**src/rtl/conv_dot_engine_if.sv**
```systemverilog
// Beat/weight input and result output bundle for conv_dot_engine.
interface conv_dot_engine_if #(
  parameter int N  = 32,
  parameter int DW = 4,
  parameter int WW = 4,
  parameter int OW = 16
);
  logic            weight_valid;
  logic [N*WW-1:0] in_weight;
  logic            in_valid;
  logic [N*DW-1:0] in_ifm;
  logic            in_last;
  logic            relu_en;
  logic            out_valid;
  logic [OW-1:0]   out_data;
  logic            out_sat;

  modport slave (
    input  weight_valid, in_weight, in_valid, in_ifm, in_last, relu_en,
    output out_valid, out_data, out_sat
  );

  modport master (
    output weight_valid, in_weight, in_valid, in_ifm, in_last, relu_en,
    input  out_valid, out_data, out_sat
  );
endinterface

```
**src/rtl/conv_dot_engine.sv**
```systemverilog
// Pipelined N-lane dot-product engine: multiply, reduce, accumulate across beats,
// then emit a saturated (optionally ReLU'd) result on the last beat.
module conv_dot_engine #(
  parameter int N      = 32,
  parameter int DW     = 4,
  parameter int WW     = 4,
  parameter int OW     = 16,
  parameter int SIGNED = 0
) (
  input  logic               clk,
  input  logic               rst_n,
  conv_dot_engine_if.slave   bus
);
  localparam int   PW  = DW + WW;
  localparam int   LN  = $clog2(N);
  localparam int   SW  = PW + LN;
  localparam logic SGN = (SIGNED != 0);

  logic [N*WW-1:0] weight_q, weight_d;
  logic [PW-1:0]   prod_q [N];
  logic [PW-1:0]   prod_d [N];
  logic            v1_q, v1_d, last1_q, last1_d, relu1_q, relu1_d;
  logic [SW-1:0]   sum_q, sum_d, sum_tree;
  logic            v2_q, v2_d, last2_q, last2_d, relu2_q, relu2_d;
  logic [OW-1:0]   acc_q, acc_d;
  logic            sticky_q, sticky_d;
  logic            out_valid_q, out_valid_d;
  logic [OW-1:0]   out_data_q, out_data_d;
  logic            out_sat_q, out_sat_d;

  logic [OW:0]     acc_ext, sum_ext, s_full;
  logic            ovf;
  logic [OW-1:0]   s_sat, s_out;

  // Both operands extended to the full product width, so the truncated product is exact.
  function automatic logic [PW-1:0] lane_mul(input logic [DW-1:0] a, input logic [WW-1:0] w);
    logic [PW-1:0] ea;
    logic [PW-1:0] ew;
    ea = {{WW{SGN & a[DW-1]}}, a};
    ew = {{DW{SGN & w[WW-1]}}, w};
    return ea * ew;
  endfunction

  // Stage 1: products use the weight register as it stood before this edge.
  always_comb begin
    weight_d = bus.weight_valid ? bus.in_weight : weight_q;
    v1_d     = bus.in_valid;
    last1_d  = bus.in_valid & bus.in_last;
    relu1_d  = bus.in_valid & bus.in_last & bus.relu_en;
    for (int unsigned k = 0; k < N; k++) begin
      prod_d[k] = bus.in_valid ? lane_mul(bus.in_ifm[k*DW +: DW], weight_q[k*WW +: WW])
                               : prod_q[k];
    end
  end

  // Stage 2: full-width reduction of the lane products.
  always_comb begin
    sum_tree = '0;
    for (int unsigned k = 0; k < N; k++) begin
      sum_tree = sum_tree + {{LN{SGN & prod_q[k][PW-1]}}, prod_q[k]};
    end
    sum_d   = v1_q ? sum_tree : sum_q;
    v2_d    = v1_q;
    last2_d = last1_q;
    relu2_d = relu1_q;
  end

  // Stage 3: accumulate in OW+1 bits so overflow is visible before clamping.
  always_comb begin
    acc_ext = {SGN & acc_q[OW-1], acc_q};
    sum_ext = {{(OW+1-SW){SGN & sum_q[SW-1]}}, sum_q};
    s_full  = acc_ext + sum_ext;
    if (SGN) begin
      ovf   = s_full[OW] ^ s_full[OW-1];
      s_sat = ovf ? (s_full[OW] ? {1'b1, {(OW-1){1'b0}}} : {1'b0, {(OW-1){1'b1}}})
                  : s_full[OW-1:0];
    end else begin
      ovf   = s_full[OW];
      s_sat = ovf ? '1 : s_full[OW-1:0];
    end
    s_out = (SGN & relu2_q & s_sat[OW-1]) ? '0 : s_sat;

    acc_d       = acc_q;
    sticky_d    = sticky_q;
    out_valid_d = 1'b0;
    out_data_d  = out_data_q;
    out_sat_d   = 1'b0;
    if (v2_q) begin
      if (last2_q) begin
        out_valid_d = 1'b1;
        out_data_d  = s_out;
        out_sat_d   = sticky_q | ovf;
        acc_d       = '0;
        sticky_d    = 1'b0;
      end else begin
        acc_d    = s_sat;
        sticky_d = sticky_q | ovf;
      end
    end
  end

  always_ff @(posedge clk or negedge rst_n) begin
    if (!rst_n) begin
      weight_q    <= '0;
      for (int unsigned k = 0; k < N; k++) prod_q[k] <= '0;
      v1_q        <= 1'b0;
      last1_q     <= 1'b0;
      relu1_q     <= 1'b0;
      sum_q       <= '0;
      v2_q        <= 1'b0;
      last2_q     <= 1'b0;
      relu2_q     <= 1'b0;
      acc_q       <= '0;
      sticky_q    <= 1'b0;
      out_valid_q <= 1'b0;
      out_data_q  <= '0;
      out_sat_q   <= 1'b0;
    end else begin
      weight_q    <= weight_d;
      for (int unsigned k = 0; k < N; k++) prod_q[k] <= prod_d[k];
      v1_q        <= v1_d;
      last1_q     <= last1_d;
      relu1_q     <= relu1_d;
      sum_q       <= sum_d;
      v2_q        <= v2_d;
      last2_q     <= last2_d;
      relu2_q     <= relu2_d;
      acc_q       <= acc_d;
      sticky_q    <= sticky_d;
      out_valid_q <= out_valid_d;
      out_data_q  <= out_data_d;
      out_sat_q   <= out_sat_d;
    end
  end

  assign bus.out_valid = out_valid_q;
  assign bus.out_data  = out_data_q;
  assign bus.out_sat   = out_sat_q;
endmodule

```
**src/flat_wrapper.sv**
```systemverilog
// flat-port wrapper written by rule: the top's interface ports become plain ports
module conv_dot_engine_flat 
#(
  parameter int N      = 32,
  parameter int DW     = 4,
  parameter int WW     = 4,
  parameter int OW     = 16,
  parameter int SIGNED = 0
)
  (clk, rst_n, bus_weight_valid, bus_in_weight, bus_in_valid, bus_in_ifm, bus_in_last, bus_relu_en, bus_out_valid, bus_out_data, bus_out_sat);
  conv_dot_engine_if #(.N(N), .DW(DW), .WW(WW), .OW(OW)) bus_i ();
  input  logic clk;
  input  logic rst_n;
  input wire logic [$bits(bus_i.weight_valid)-1:0] bus_weight_valid;
  input wire logic [$bits(bus_i.in_weight)-1:0] bus_in_weight;
  input wire logic [$bits(bus_i.in_valid)-1:0] bus_in_valid;
  input wire logic [$bits(bus_i.in_ifm)-1:0] bus_in_ifm;
  input wire logic [$bits(bus_i.in_last)-1:0] bus_in_last;
  input wire logic [$bits(bus_i.relu_en)-1:0] bus_relu_en;
  output wire logic [$bits(bus_i.out_valid)-1:0] bus_out_valid;
  output wire logic [$bits(bus_i.out_data)-1:0] bus_out_data;
  output wire logic [$bits(bus_i.out_sat)-1:0] bus_out_sat;
  assign bus_i.weight_valid = bus_weight_valid;
  assign bus_i.in_weight = bus_in_weight;
  assign bus_i.in_valid = bus_in_valid;
  assign bus_i.in_ifm = bus_in_ifm;
  assign bus_i.in_last = bus_in_last;
  assign bus_i.relu_en = bus_relu_en;
  assign bus_out_valid = bus_i.out_valid;
  assign bus_out_data = bus_i.out_data;
  assign bus_out_sat = bus_i.out_sat;
  conv_dot_engine #(.N(N), .DW(DW), .WW(WW), .OW(OW), .SIGNED(SIGNED)) u_core (.clk(clk), .rst_n(rst_n), .bus(bus_i));
endmodule
```
**config.mk**
```make
export PLATFORM = sky130hd
export DESIGN_NAME = conv_dot_engine_flat
export DESIGN_NICKNAME = d
export VERILOG_FILES = /design/src/rtl/conv_dot_engine_if.sv /design/src/rtl/conv_dot_engine.sv /design/src/flat_wrapper.sv
export SDC_FILE = /design/constraint.sdc
export NUM_CORES = 2
export LEC_CHECK = 0
export BUFFER_PORTS_ARGS = -buffer_cell sky130_fd_sc_hd__buf_4
export CAP_MARGIN = 20
export CELL_PAD_IN_SITES_DETAIL_PLACEMENT = 2
export CELL_PAD_IN_SITES_GLOBAL_PLACEMENT = 2
export CORE_MARGIN = 2
export CORE_UTILIZATION = 44
export DETAILED_ROUTE_END_ITERATION = 10
export PLACE_DENSITY_LB_ADDON = 0.12
export SLEW_MARGIN = 40
export SYNTH_ARGS = -nofsm -noshare
export SYNTH_HDL_FRONTEND = slang
export SYNTH_SLANG_ARGS = --single-unit
```
**constraint.sdc**
```tcl
create_clock -name clk -period 13.47 [get_ports clk]
set_input_delay 2.694 -clock clk [delete_from_list [all_inputs] [get_ports clk]]
set_output_delay 2.694 -clock clk [all_outputs]
set_load 0.005 [all_outputs]
```
# Word-level counts from Yosys, hierarchy flattened
# Cells that the tools add are included.
[op_classes] addsub=32 n_mul=32 n_mux=7 bitwise_logic=2 n_reduce_logical=1
[ops] cell="$add A13 B8 Y13" n=30
[ops] cell="$mul A4 B4 Y8" n=32
[ops] cell="$mux W16" n=2
[ops] cell="$add A16 B13 Y17" n=1
[ops] cell="$add A8 B8 Y9" n=1
[ops] cell="$mux W1" n=5
[ops] cell="$reduce_and A2 Y1" n=1
[ops] cell="$and A1 B1 Y1" n=1
[ops] cell="$or A1 B1 Y1" n=1
[word_totals] ff_bits=436 inputBits=262 output_inout_bits=18

# Logic depth before layout (Yosys ltp)
[logic_depth] ltp_word=31 mapped_depth=28 ltp_nobuf=28

# Worst setup path before layout
# OpenSTA, ideal clock, no wires.
[synth_path] path_type="reg2reg" startpoint="register u_core.prod_q[240] (netlist name)" endpoint="register u_core.sum_q[12]" setup_ns=0.082 arrival_ns=7.130 path_slack_ns=6.258 path_stages_with_launch=29 n_path_buf=0 period_less_slack_ns=7.212 path_cell_list="dfrtp_1 > ha_1 > inv_1 > fa_1 > inv_1 > a21o_1 > a21oi_1 > o21bai_1 > a21oi_1 > xnor2_1 > fa_1 > inv_1 > fa_1 > fa_1 > fa_1 > fa_1 > fa_1 > inv_1 > fa_1 > inv_1 > fa_1 > inv_1 > ha_1 > o21a_1 > o31ai_2 > a21oi_1 > o211a_1 > or3_1 > a31oi_1"
[synth_between] elab_chain_len=31
[synth_rtl] element="from (decl)" line="conv_dot_engine.sv:20" text="logic [PW-1:0] prod_q [N];"
[synth_rtl] element="$add A8 B8 Y9" line="conv_dot_engine.sv:60" text="sum_tree = sum_tree + {{LN{SGN & prod_q[k][PW-1]}}, prod_q[k]};"
[synth_rtl] element="$add A13 B8 Y13 (30 in series)" line="conv_dot_engine.sv:60"
[synth_rtl] element="to (signal assigned)" line="conv_dot_engine.sv:124" text="sum_q <= sum_d;"
[synth_rtl] element="to (decl)" line="conv_dot_engine.sv:23" text="logic [SW-1:0] sum_q, sum_d, sum_tree;"
# Every way passes these cells.
# A chain may end at the register's enable or synchronous reset.

# Final worst setup path
# Ends and elaborated chain as after synthesis.

==> results.md <==
* Outcome: finished clean
* Wirelength per Cell at around 21 um
* First-pass detailed-route iteration total at 4
* Initial antenna violation count at 7
* Worst slew pin tran at 0.857 ns
* Overflow after GRT at 0
* Register area share after synthesis at 30.0%
* Post-Syn Nets at around 4500
* Hold Violations, Final at 0
* Vias per cell at 5.18
* Total global-route track usage at 25.0%
* Via count at approximately 25000
* CTS max path bufs at 3
* Die height at between 200 and 300 um
* Hold crit path type: reg -> reg
* Worst Setup Path Type: reg -> reg
* CTS tree: yes
* Core Area at 81800 um2
* Post-synth EDFFs at 0
* CTS sink count at 436
* Fin Setup TNS at 0 ns
* Final wirelength at 103000 um
* Nets at ~4800
* # Max-Cap Violations at 0
* Library cells used by synthesis at just under 60
* CTS Hold Bufs at 0
* Synth warnings at 0
* Vias in the first global route at between 30000 and 40000
* Die ar. at between 80000 and 90000 um2
* Fillers at between 8000 and 9000
* Mapped Cells at around 3400
* Slew HR at a little over two fifths
* Nature of the critical path endpoint: flip-flop
* Commonest non-fill, non-tap cell in the layout: inv_1
* #FFs+latches synth at 436
* Period utilization at roughly 59%
* Max FO, Critical Path at 4
* Routed Antenna Nets at 0
* Chip width at 291 um
* Final setup viols at 0
* Row count at ~110
* Mean area per synthesized cell at 10.6 um2
* H-tree Lvls at 2
* First-pass GRT wire length at ~170000 um
* Area delta synth->final at 14.6%
* DR iter-0 viols at about 750
* I/O pin count at 280
* DRC violations left at 0
* Resize count post-CTS at 0
* PortBufs at 278
* Type of origin of the critical path: flip-flop
* Starting Density at ~44%
* TritonCTS Buffers at 56
* Commonest non-fill, non-tap cells in the layout: inv_1, ha_1, dfrtp_1, fa_1, nand2_1
* Post-CTS Setup Bufs at 0
* Mapped cell area at 36300 um2
* Slew Viols, Final at 0
* Crit path arrival time at roughly 8.5 ns
* Largest net degree at the start of global routing at approximately 170
* Share of cells above drive strength 1 at ~17%
* Ys flop type: dfrtp_1
* CTS root buf: clkbuf_16
* Fmax at 126 MHz
* Tmin final at 7.96 ns
* Gpl congestion at ~0.8
* CP required at around 14 ns
* Final Skew at ~0.018 ns
* RSZ-0062 raised after global routing: no
* Clk slew on worst S/H paths at roughly 0.060 ns
* Post-DP HPWL at roughly 80000 um
* Worst-Skew Late Latency at slightly above 0.6 ns
* Ys async rst share at between 90% and 100%
[metal layers]
| layer | wire (um) | global-route usage [%] | vias up |
|---|---|---|---|
| met4 | 2090 | 5.88 | 4 |
| met5 | 30 | 0 | - |
| li1 | - | - | 11600 |
| met3 | 3320 | 3.74 | 133 |
| met2 | 54400 | 46.0 | 326 |
| met1 | 43000 | 30.6 | 12900 |
[sequential cells by signal, summed over array words and instances, names as in the netlist]
register,cells
u_core.bus.out_sat,1
u_core.prod_q,256
u_core.weight_q,128
u_core.v2_q,1
u_core.bus.out_data,16
u_core.acc_q,16
u_core.last2_q,1
u_core.sticky_q,1
u_core.last1_q,1
u_core.v1_q,1
u_core.sum_q,13
u_core.bus.out_valid,1
[cell type report]
class                   count  area, um2  area share, %
repair buffers            288       2310           5.56
well taps                1070       1340           3.22
multi-input cells        2378      23100           55.5
clock buffers              78       1620           3.88
flip-flops and latches    436      10900           26.2
inverters                 547       2050           4.93
clock inverters            24        288          0.691
diodes                      2       5.00         0.0120
[cells in the mapped netlist (all sizes together) (33+ instances only)]
| cell | n | area share (%) |
|---|---|---|
| clkbuf | 63 | 0.65 |
| fa | 357 | 20 |
| mux2 | 262 | 8.1 |
| nor2 | 132 | 1.4 |
| dfrtp | 436 | 30 |
| a21o | 38 | 0.79 |
| o21bai | 33 | 0.68 |
| ha | 441 | 15 |
| nand3 | 40 | 0.55 |
| a21oi | 151 | 2.1 |
| xnor2 | 133 | 3.2 |
| nand2 | 287 | 3.0 |
| inv | 546 | 5.6 |
| o21ai | 107 | 1.5 |
| and2 | 277 | 4.8 |
[logic make-up (layout without fill, tap and decap cells)]
logic type / count (synthesis) / after routing / synth area share, %
adders and majority gates: 798 / 798 / 34.9
AOI/OAI and AO/OA: 391 / 391 / 6.51
other: 0 / 2 / 0
DFF: 436 / 436 / 30.0
and+or+nand+nor: 771 / 771 / 10.3
xor gates and xnor gates: 145 / 145 / 3.50
buffers and inverters: 615 / 937 / 6.37
muxes: 273 / 273 / 8.43
[worst max-delay path: stages (launching register included)]
cell and delay [ns]:
dfrtp_1 0.39, ha_1 0.23, inv_1 0.09, fa_1 0.22
inv_1 0.07, a21o_1 0.16, a21oi_1 0.24, xnor2_1 0.14
fa_1 0.55, inv_1 0.06, fa_1 0.50, fa_1 0.57
fa_1 0.53, fa_1 0.56, fa_1 0.56, inv_1 0.06
fa_1 0.53, inv_1 0.06, fa_1 0.53, inv_1 0.04
ha_1 0.34, nor2b_1 0.17, o31ai_2 0.33, a21oi_1 0.20
o211a_1 0.28, or3_1 0.31, a31oi_1 0.16
[final timing paths]
kind	end	slack, ns	startpoint	depth (start not counted)
setup / recovery	u_core.sum_q[12]	5.51	u_core.prod_q[240]	26
hold / removal	u_core.last2_q	0.35	u_core.last1_q	0
setup reg to reg	u_core.sum_q[12]	5.51	u_core.prod_q[240]	26
hold reg to reg	u_core.last2_q	0.35	u_core.last1_q	0
max in group asynchronous	u_core.weight_q[36]	9.78	rst_n	4
min in group asynchronous	u_core.weight_q[115]	1.96	rst_n	1
[metrics by stage]
stage	util [%]	area, um2	hold WS (ns)	setup slack [ns]	instances
detailed placement	48.4	39600	0.337	5.47	4716
global route	50.9	41600	0.368	5.07	4823
CTS	50.7	41500	0.351	5.45	4818
finish	50.9	41600	0.349	5.51	4823
floorplan	-	36300	0.331	6.26	3429
global placement	48.4	39600	0.336	5.72	4715
Power is not shown: default switching activity piles up to over one toggle a cycle in this logic, so the estimate is an artifact.
